File: config.mk
export PLATFORM = sky130hd
export DESIGN_NAME = refclk100_reset_sequencer
export DESIGN_NICKNAME = d
export VERILOG_FILES = /design/src/rtl/refclk100_reset_sequencer.sv
export SDC_FILE = /design/constraint.sdc
export NUM_CORES = 1
export LEC_CHECK = 0
export CORE_ASPECT_RATIO = 1.2
export CORE_MARGIN = 1.5
export CORE_UTILIZATION = 58
export CTS_CLUSTER_SIZE = 12
export DETAILED_ROUTE_END_ITERATION = 8
export PLACE_DENSITY = 0.79
export SYNTH_ARGS = -nofsm -noshare
export SYNTH_HDL_FRONTEND = slang
export SYNTH_SLANG_ARGS = --single-unit
File: constraint.sdc
create_clock -name refclk100 -period 3 [get_ports refclk100]
set_input_delay 0.45 -clock refclk100 [delete_from_list [all_inputs] [get_ports refclk100]]
set_output_delay 0.45 -clock refclk100 [all_outputs]
set_load 0.02 [all_outputs]
File: src/rtl/refclk100_reset_sequencer.sv
// Reset sequencer on the 100 MHz reference clock: holds the GT in reset,
// releases it, waits for a stable synchronized lock, then releases the
// system reset. Retries on lock timeout, re-sequences on lock loss and
// reports done/fail/status. Every output is a registered copy of the
// sequencer's internal state, so all status fields move together.
module refclk100_reset_sequencer #(
  parameter int unsigned HOLD_CYCLES   = 100,
  parameter int unsigned STABLE_CYCLES = 1000,
  parameter int unsigned LOCK_TIMEOUT  = 10000000,
  parameter int unsigned NUM_RETRIES   = 3
) (
  input  logic       refclk100,
  input  logic       refclk100_rst,
  input  logic       ext_rst_req,
  input  logic       gt_lock,
  output logic       gt_rst,
  output logic       sys_rst,
  output logic       seq_done,
  output logic       seq_fail,
  output logic [3:0] retry_cnt,
  output logic [7:0] lock_loss_cnt,
  output logic [2:0] state
);

  localparam int unsigned TW = (LOCK_TIMEOUT > 1) ? $clog2(LOCK_TIMEOUT) : 1;
  localparam int unsigned SW = (STABLE_CYCLES > 0) ? $clog2(STABLE_CYCLES + 1) : 1;

  localparam logic [TW-1:0] HOLD_LAST    = TW'(HOLD_CYCLES - 1);
  localparam logic [TW-1:0] TIMEOUT_LAST = TW'(LOCK_TIMEOUT - 1);
  localparam logic [SW-1:0] STABLE_LAST  = SW'(STABLE_CYCLES - 1);
  localparam logic [3:0]    RETRY_MAX    = 4'(NUM_RETRIES);

  typedef enum logic [2:0] {
    ST_HOLD_GT   = 3'd1,
    ST_WAIT_LOCK = 3'd2,
    ST_HOLD_SYS  = 3'd3,
    ST_RUN       = 3'd4,
    ST_FAIL      = 3'd5
  } state_t;

  state_t          state_q, state_d;
  logic [TW-1:0]   timer_q, timer_d;
  logic [SW-1:0]   stable_q, stable_d;
  logic [3:0]      retry_q, retry_d;
  logic [7:0]      loss_q, loss_d;
  logic            lock_meta_q, lock_meta_d;
  logic            lock_s_q, lock_s_d;

  logic            gt_rst_q, gt_rst_d;
  logic            sys_rst_q, sys_rst_d;
  logic            seq_done_q, seq_done_d;
  logic            seq_fail_q, seq_fail_d;
  logic [3:0]      retry_out_q, retry_out_d;
  logic [7:0]      loss_out_q, loss_out_d;
  logic [2:0]      state_out_q, state_out_d;

  // Two-flop synchronizer for the asynchronous lock input.
  always_comb begin
    lock_meta_d = gt_lock;
    lock_s_d    = lock_meta_q;
  end

  // Sequencer next-state: request overrides everything, then per-state rules.
  // The stable counter saturates one below its target because reaching the
  // target is itself the exit condition, so it never needs the full value.
  always_comb begin
    state_d  = state_q;
    timer_d  = timer_q;
    stable_d = stable_q;
    retry_d  = retry_q;
    loss_d   = loss_q;
    if (ext_rst_req) begin
      state_d  = ST_HOLD_GT;
      timer_d  = '0;
      stable_d = '0;
      retry_d  = '0;
    end else begin
      case (state_q)
        ST_HOLD_GT: begin
          if (timer_q == HOLD_LAST) begin
            state_d  = ST_WAIT_LOCK;
            timer_d  = '0;
            stable_d = '0;
          end else begin
            timer_d = timer_q + 1'b1;
          end
        end
        ST_WAIT_LOCK: begin
          if (lock_s_q && (stable_q == STABLE_LAST)) begin
            state_d  = ST_HOLD_SYS;
            timer_d  = '0;
            stable_d = '0;
          end else if (timer_q == TIMEOUT_LAST) begin
            timer_d  = '0;
            stable_d = '0;
            if (retry_q < RETRY_MAX) begin
              retry_d = retry_q + 4'd1;
              state_d = ST_HOLD_GT;
            end else begin
              state_d = ST_FAIL;
            end
          end else begin
            timer_d  = timer_q + 1'b1;
            stable_d = lock_s_q ? (stable_q + 1'b1) : '0;
          end
        end
        ST_HOLD_SYS: begin
          if (!lock_s_q) begin
            state_d = ST_HOLD_GT;
            timer_d = '0;
          end else if (timer_q == HOLD_LAST) begin
            state_d = ST_RUN;
            timer_d = '0;
          end else begin
            timer_d = timer_q + 1'b1;
          end
        end
        ST_RUN: begin
          if (!lock_s_q) begin
            state_d = ST_HOLD_GT;
            timer_d = '0;
            retry_d = '0;
            loss_d  = (loss_q != 8'hFF) ? (loss_q + 8'd1) : loss_q;
          end
        end
        ST_FAIL: begin
          state_d = ST_FAIL;
        end
        default: begin
          state_d  = ST_HOLD_GT;
          timer_d  = '0;
          stable_d = '0;
        end
      endcase
    end
  end

  // Output decode from the current state register; unknown encodings hold both resets.
  always_comb begin
    gt_rst_d    = 1'b1;
    sys_rst_d   = 1'b1;
    seq_done_d  = 1'b0;
    seq_fail_d  = 1'b0;
    retry_out_d = retry_q;
    loss_out_d  = loss_q;
    state_out_d = state_q;
    case (state_q)
      ST_WAIT_LOCK, ST_HOLD_SYS: gt_rst_d = 1'b0;
      ST_RUN: begin
        gt_rst_d   = 1'b0;
        sys_rst_d  = 1'b0;
        seq_done_d = 1'b1;
      end
      ST_FAIL: seq_fail_d = 1'b1;
      default: ;
    endcase
  end

  // State, counters, synchronizer and output registers.
  always_ff @(posedge refclk100) begin
    if (refclk100_rst) begin
      state_q     <= ST_HOLD_GT;
      timer_q     <= '0;
      stable_q    <= '0;
      retry_q     <= '0;
      loss_q      <= '0;
      lock_meta_q <= 1'b0;
      lock_s_q    <= 1'b0;
      gt_rst_q    <= 1'b1;
      sys_rst_q   <= 1'b1;
      seq_done_q  <= 1'b0;
      seq_fail_q  <= 1'b0;
      retry_out_q <= '0;
      loss_out_q  <= '0;
      state_out_q <= ST_HOLD_GT;
    end else begin
      state_q     <= state_d;
      timer_q     <= timer_d;
      stable_q    <= stable_d;
      retry_q     <= retry_d;
      loss_q      <= loss_d;
      lock_meta_q <= lock_meta_d;
      lock_s_q    <= lock_s_d;
      gt_rst_q    <= gt_rst_d;
      sys_rst_q   <= sys_rst_d;
      seq_done_q  <= seq_done_d;
      seq_fail_q  <= seq_fail_d;
      retry_out_q <= retry_out_d;
      loss_out_q  <= loss_out_d;
      state_out_q <= state_out_d;
    end
  end

  assign gt_rst        = gt_rst_q;
  assign sys_rst       = sys_rst_q;
  assign seq_done      = seq_done_q;
  assign seq_fail      = seq_fail_q;
  assign retry_cnt     = retry_out_q;
  assign lock_loss_cnt = loss_out_q;
  assign state         = state_out_q;

endmodule
==> out/qor.txt <==
Die area -> 0.00576 mm²
CTS hold repair buffers -> 0
Crit-path cells -> ha_1 -> nand3_2 -> or4_4 -> o21ai_4 -> a21oi_2 -> and3_1 -> a221o_1
Synth top cells by count -> 70 x dfxtp_1, 37 x nor2_1, 27 x nand2_1
Core outline area -> 0.00501 mm²
Diode count -> 0
WL/cell -> 14.0 µm
Final setup margin -> 0.608 ns
Final setup violation count -> 0
Biggest fanout along the worst timing path -> 16
Min Tclk post-route -> 2.39 ns
Largest area contributor in the netlist -> dfxtp_1
Hold WC Path Type -> reg -> reg
Flop pwr share -> 54.9%
Area growth syn-to-layout -> 13.6%
Dpl ws -> 0.617 ns
Post-synthesis net count -> 345
1st-pass router iterations -> 4
Non-filler cells, final -> 423
Inst Count DP -> 408
Reg clk slew, reported paths -> 0.07 ns
Initial antenna violation count -> 0
Syn_area_per_cell -> 9.15 µm²
Row cnt -> 28
Worst setup path category -> reg -> reg
Post-CTS setup buffers -> 0
Yosys reg bits -> 70
Ys async rst share -> 0%
Via count -> 2,506
Max-cap violations -> 0
RSZ-0062 raised after global routing -> no
Sequential fraction of the synthesis area -> 45.5%
Number of gates resized after CTS -> 0
CTS sink cnt -> 70
Detail Placement HPWL -> 4.20 mm
Comb pwr share -> 1.9%
Final worst-path cycle share -> 79.7%
Clock root buffer -> clkbuf_8
Leak pwr -> 1.29 nW
Final Hold Fails -> 0
Residual DRC -> 0
Slew margin rel. -> 56.4%
Total CTS buffers -> 9
Synth Cell Area -> 0.00308 mm²
Status -> finished, final reports clean
Syn Inst Count -> 337
Drt via density -> 5.92
GRT overflow -> 0
Psw -> 0.361 mW
Post-synth EDFFs -> 0
TritonCTS clock tree -> done
H-tree depth -> 3
Number of DRC markers in iteration 0 -> 156
IO Count -> 23
Worst EP required -> 3.23 ns
Sw frac -> 21.2%
CP endpoint kind -> flip-flop
Final RePlAce weighted congestion -> 0.814
Ys flop type -> dfxtp_1
First-pass GRT wire length -> 10.3 mm
IO buf count -> 22
Top cell type's share of synthesized area -> 45.5%
Largest stage delay, worst path -> 0.59 ns
Routed Wire Length -> 5.93 mm
Synth unique cells -> 59
Power Internal -> 1.34 mW
Nets -> 367
Clock Skew -> 0.00594 ns
Fin. max-slew vios -> 0
Initial Utilization -> 61.5%
F_max -> 0.418 GHz
Number of global-route vias before repair -> 2,323
Skew-Pair Late Insertion Delay -> 0.34 ns
Vert. Die Dim -> 82.9 µm
DRT antenna net count -> 0
Pin count of the biggest net entering global routing -> 28
Worst slew pin tran -> 0.654 ns
Pwr dens -> 486 mW/mm²
Share of layout cells above drive strength 1 -> 9.09%
Total negative setup slack -> 0 ns
Startpoint types -> flip-flop
Synth Warn # -> 0
Clk pwr share -> 43.2%
Maximum clock insertion buffer count -> 2
Worst vdd ir -> 372 µV
CP max stage cell -> or4_4
Synth area leaders -> dfxtp_1 45%, xor2_1 4.5%, nor2_1 4.5%
WP data arrival -> 2.62 ns
Count leader, synth -> dfxtp_1
Die width -> 69.6 µm
GRT Util Overall -> 21.6%
## per-stage QoR
stage | utilization (%) | total power, mW | cell area [µm²] | hold WS (ns)
after floorplan | - | 0.980 | 3080 | 0.414
after global placement | 66.1 | 0.987 | 3310 | 0.425
after detailed placement | 66.1 | 0.988 | 3310 | 0.428
after CTS | 69.9 | 1.72 | 3500 | 0.446
after global routing | 69.9 | 1.76 | 3500 | 0.487
final | 69.9 | 1.70 | 3500 | 0.443
## power by group through the flow
| stage | clock network, mW | registers (mW) | logic (mW) |
|---|---|---|---|
| after floorplan | 0 | 0.954 | 0.0255 |
| after global placement | 0 | 0.955 | 0.0319 |
| after detailed placement | 0 | 0.956 | 0.0320 |
| after CTS | 0.751 | 0.934 | 0.0322 |
| after global routing | 0.789 | 0.934 | 0.0358 |
| final | 0.736 | 0.934 | 0.0323 |
## final cells by class
class | instances | area, µm²
Clock buffer | 11 | 141
Clock inverter | 4 | 47.5
Fill cell | 406 | 1510
Inverter | 4 | 15.0
Multi-Input combinational cell | 250 | 1590
Sequential cell | 70 | 1400
Tap cell | 60 | 75.1
Timing Repair Buffer | 24 | 235
## path summary, 6_finish.rpt
kind,start,end,slack (ns),cells past startpoint
hold reg to reg,lock_meta_q,lock_s_q,0.44,1
setup reg to reg,timer_q[0],timer_q[20],0.61,7
hold / removal,lock_meta_q,lock_s_q,0.44,1
setup / recovery,timer_q[0],timer_q[20],0.61,7
## critical path: cells and delay by family, from the launching register on
family,cells,cell delay [ns]
fa+ha+maj,1,0.27
compound gates,3,0.70
simple gates,3,0.93
flops,1,0.39
## cells in the final DEF (no fill, tap or decap), types with 5 or more instances in the layout
| master | instances |
|---|---|
| xnor2_1 | 8 |
| dfxtp_1 | 70 |
| xor2_1 | 16 |
| nor3_1 | 8 |
| and2_1 | 5 |
| nand3_1 | 20 |
| and3_1 | 13 |
| a21oi_1 | 12 |
| a31oi_1 | 10 |
| clkdlybuf4s50_1 | 22 |
| nand4_1 | 12 |
| nand2_1 | 27 |
| clkbuf_8 | 10 |
| nor2b_1 | 17 |
| nor2_1 | 37 |
| a22o_1 | 5 |
## metal layers
metal | vias up | share of wire [%] | GRT usage [%]
met5 | - | 0 | 0
met4 | 0 | 1.9 | 9.09
met1 | 1217 | 46 | 26.1
met2 | 44 | 49 | 36.4
li1 | 1236 | - | -
met3 | 9 | 3.8 | 5.22
## flip-flops by register name, summed over array words and instances, names as in the netlist, 3 cells and up
signal         count
retry_out_d        4
stable_q          10
state_out_d        3
loss_out_d         8
timer_q           24
lock_loss_cnt      8
state              3
retry_cnt          4
## logic make-up after synthesis
| logic type | after synthesis | share of synthesized area, % |
|---|---|---|
| buffers and inverters | 17 | 3.12 |
| DFF | 70 | 45.5 |
| and+or+nand+nor | 169 | 30.0 |
| AOI/OAI and AO/OA | 50 | 12.0 |
| xor gates and xnor gates | 24 | 6.82 |
| muxes | 3 | 0.974 |
| adders and majority gates | 4 | 1.62 |
No activity file was read; power rests on OpenSTA's default activity.
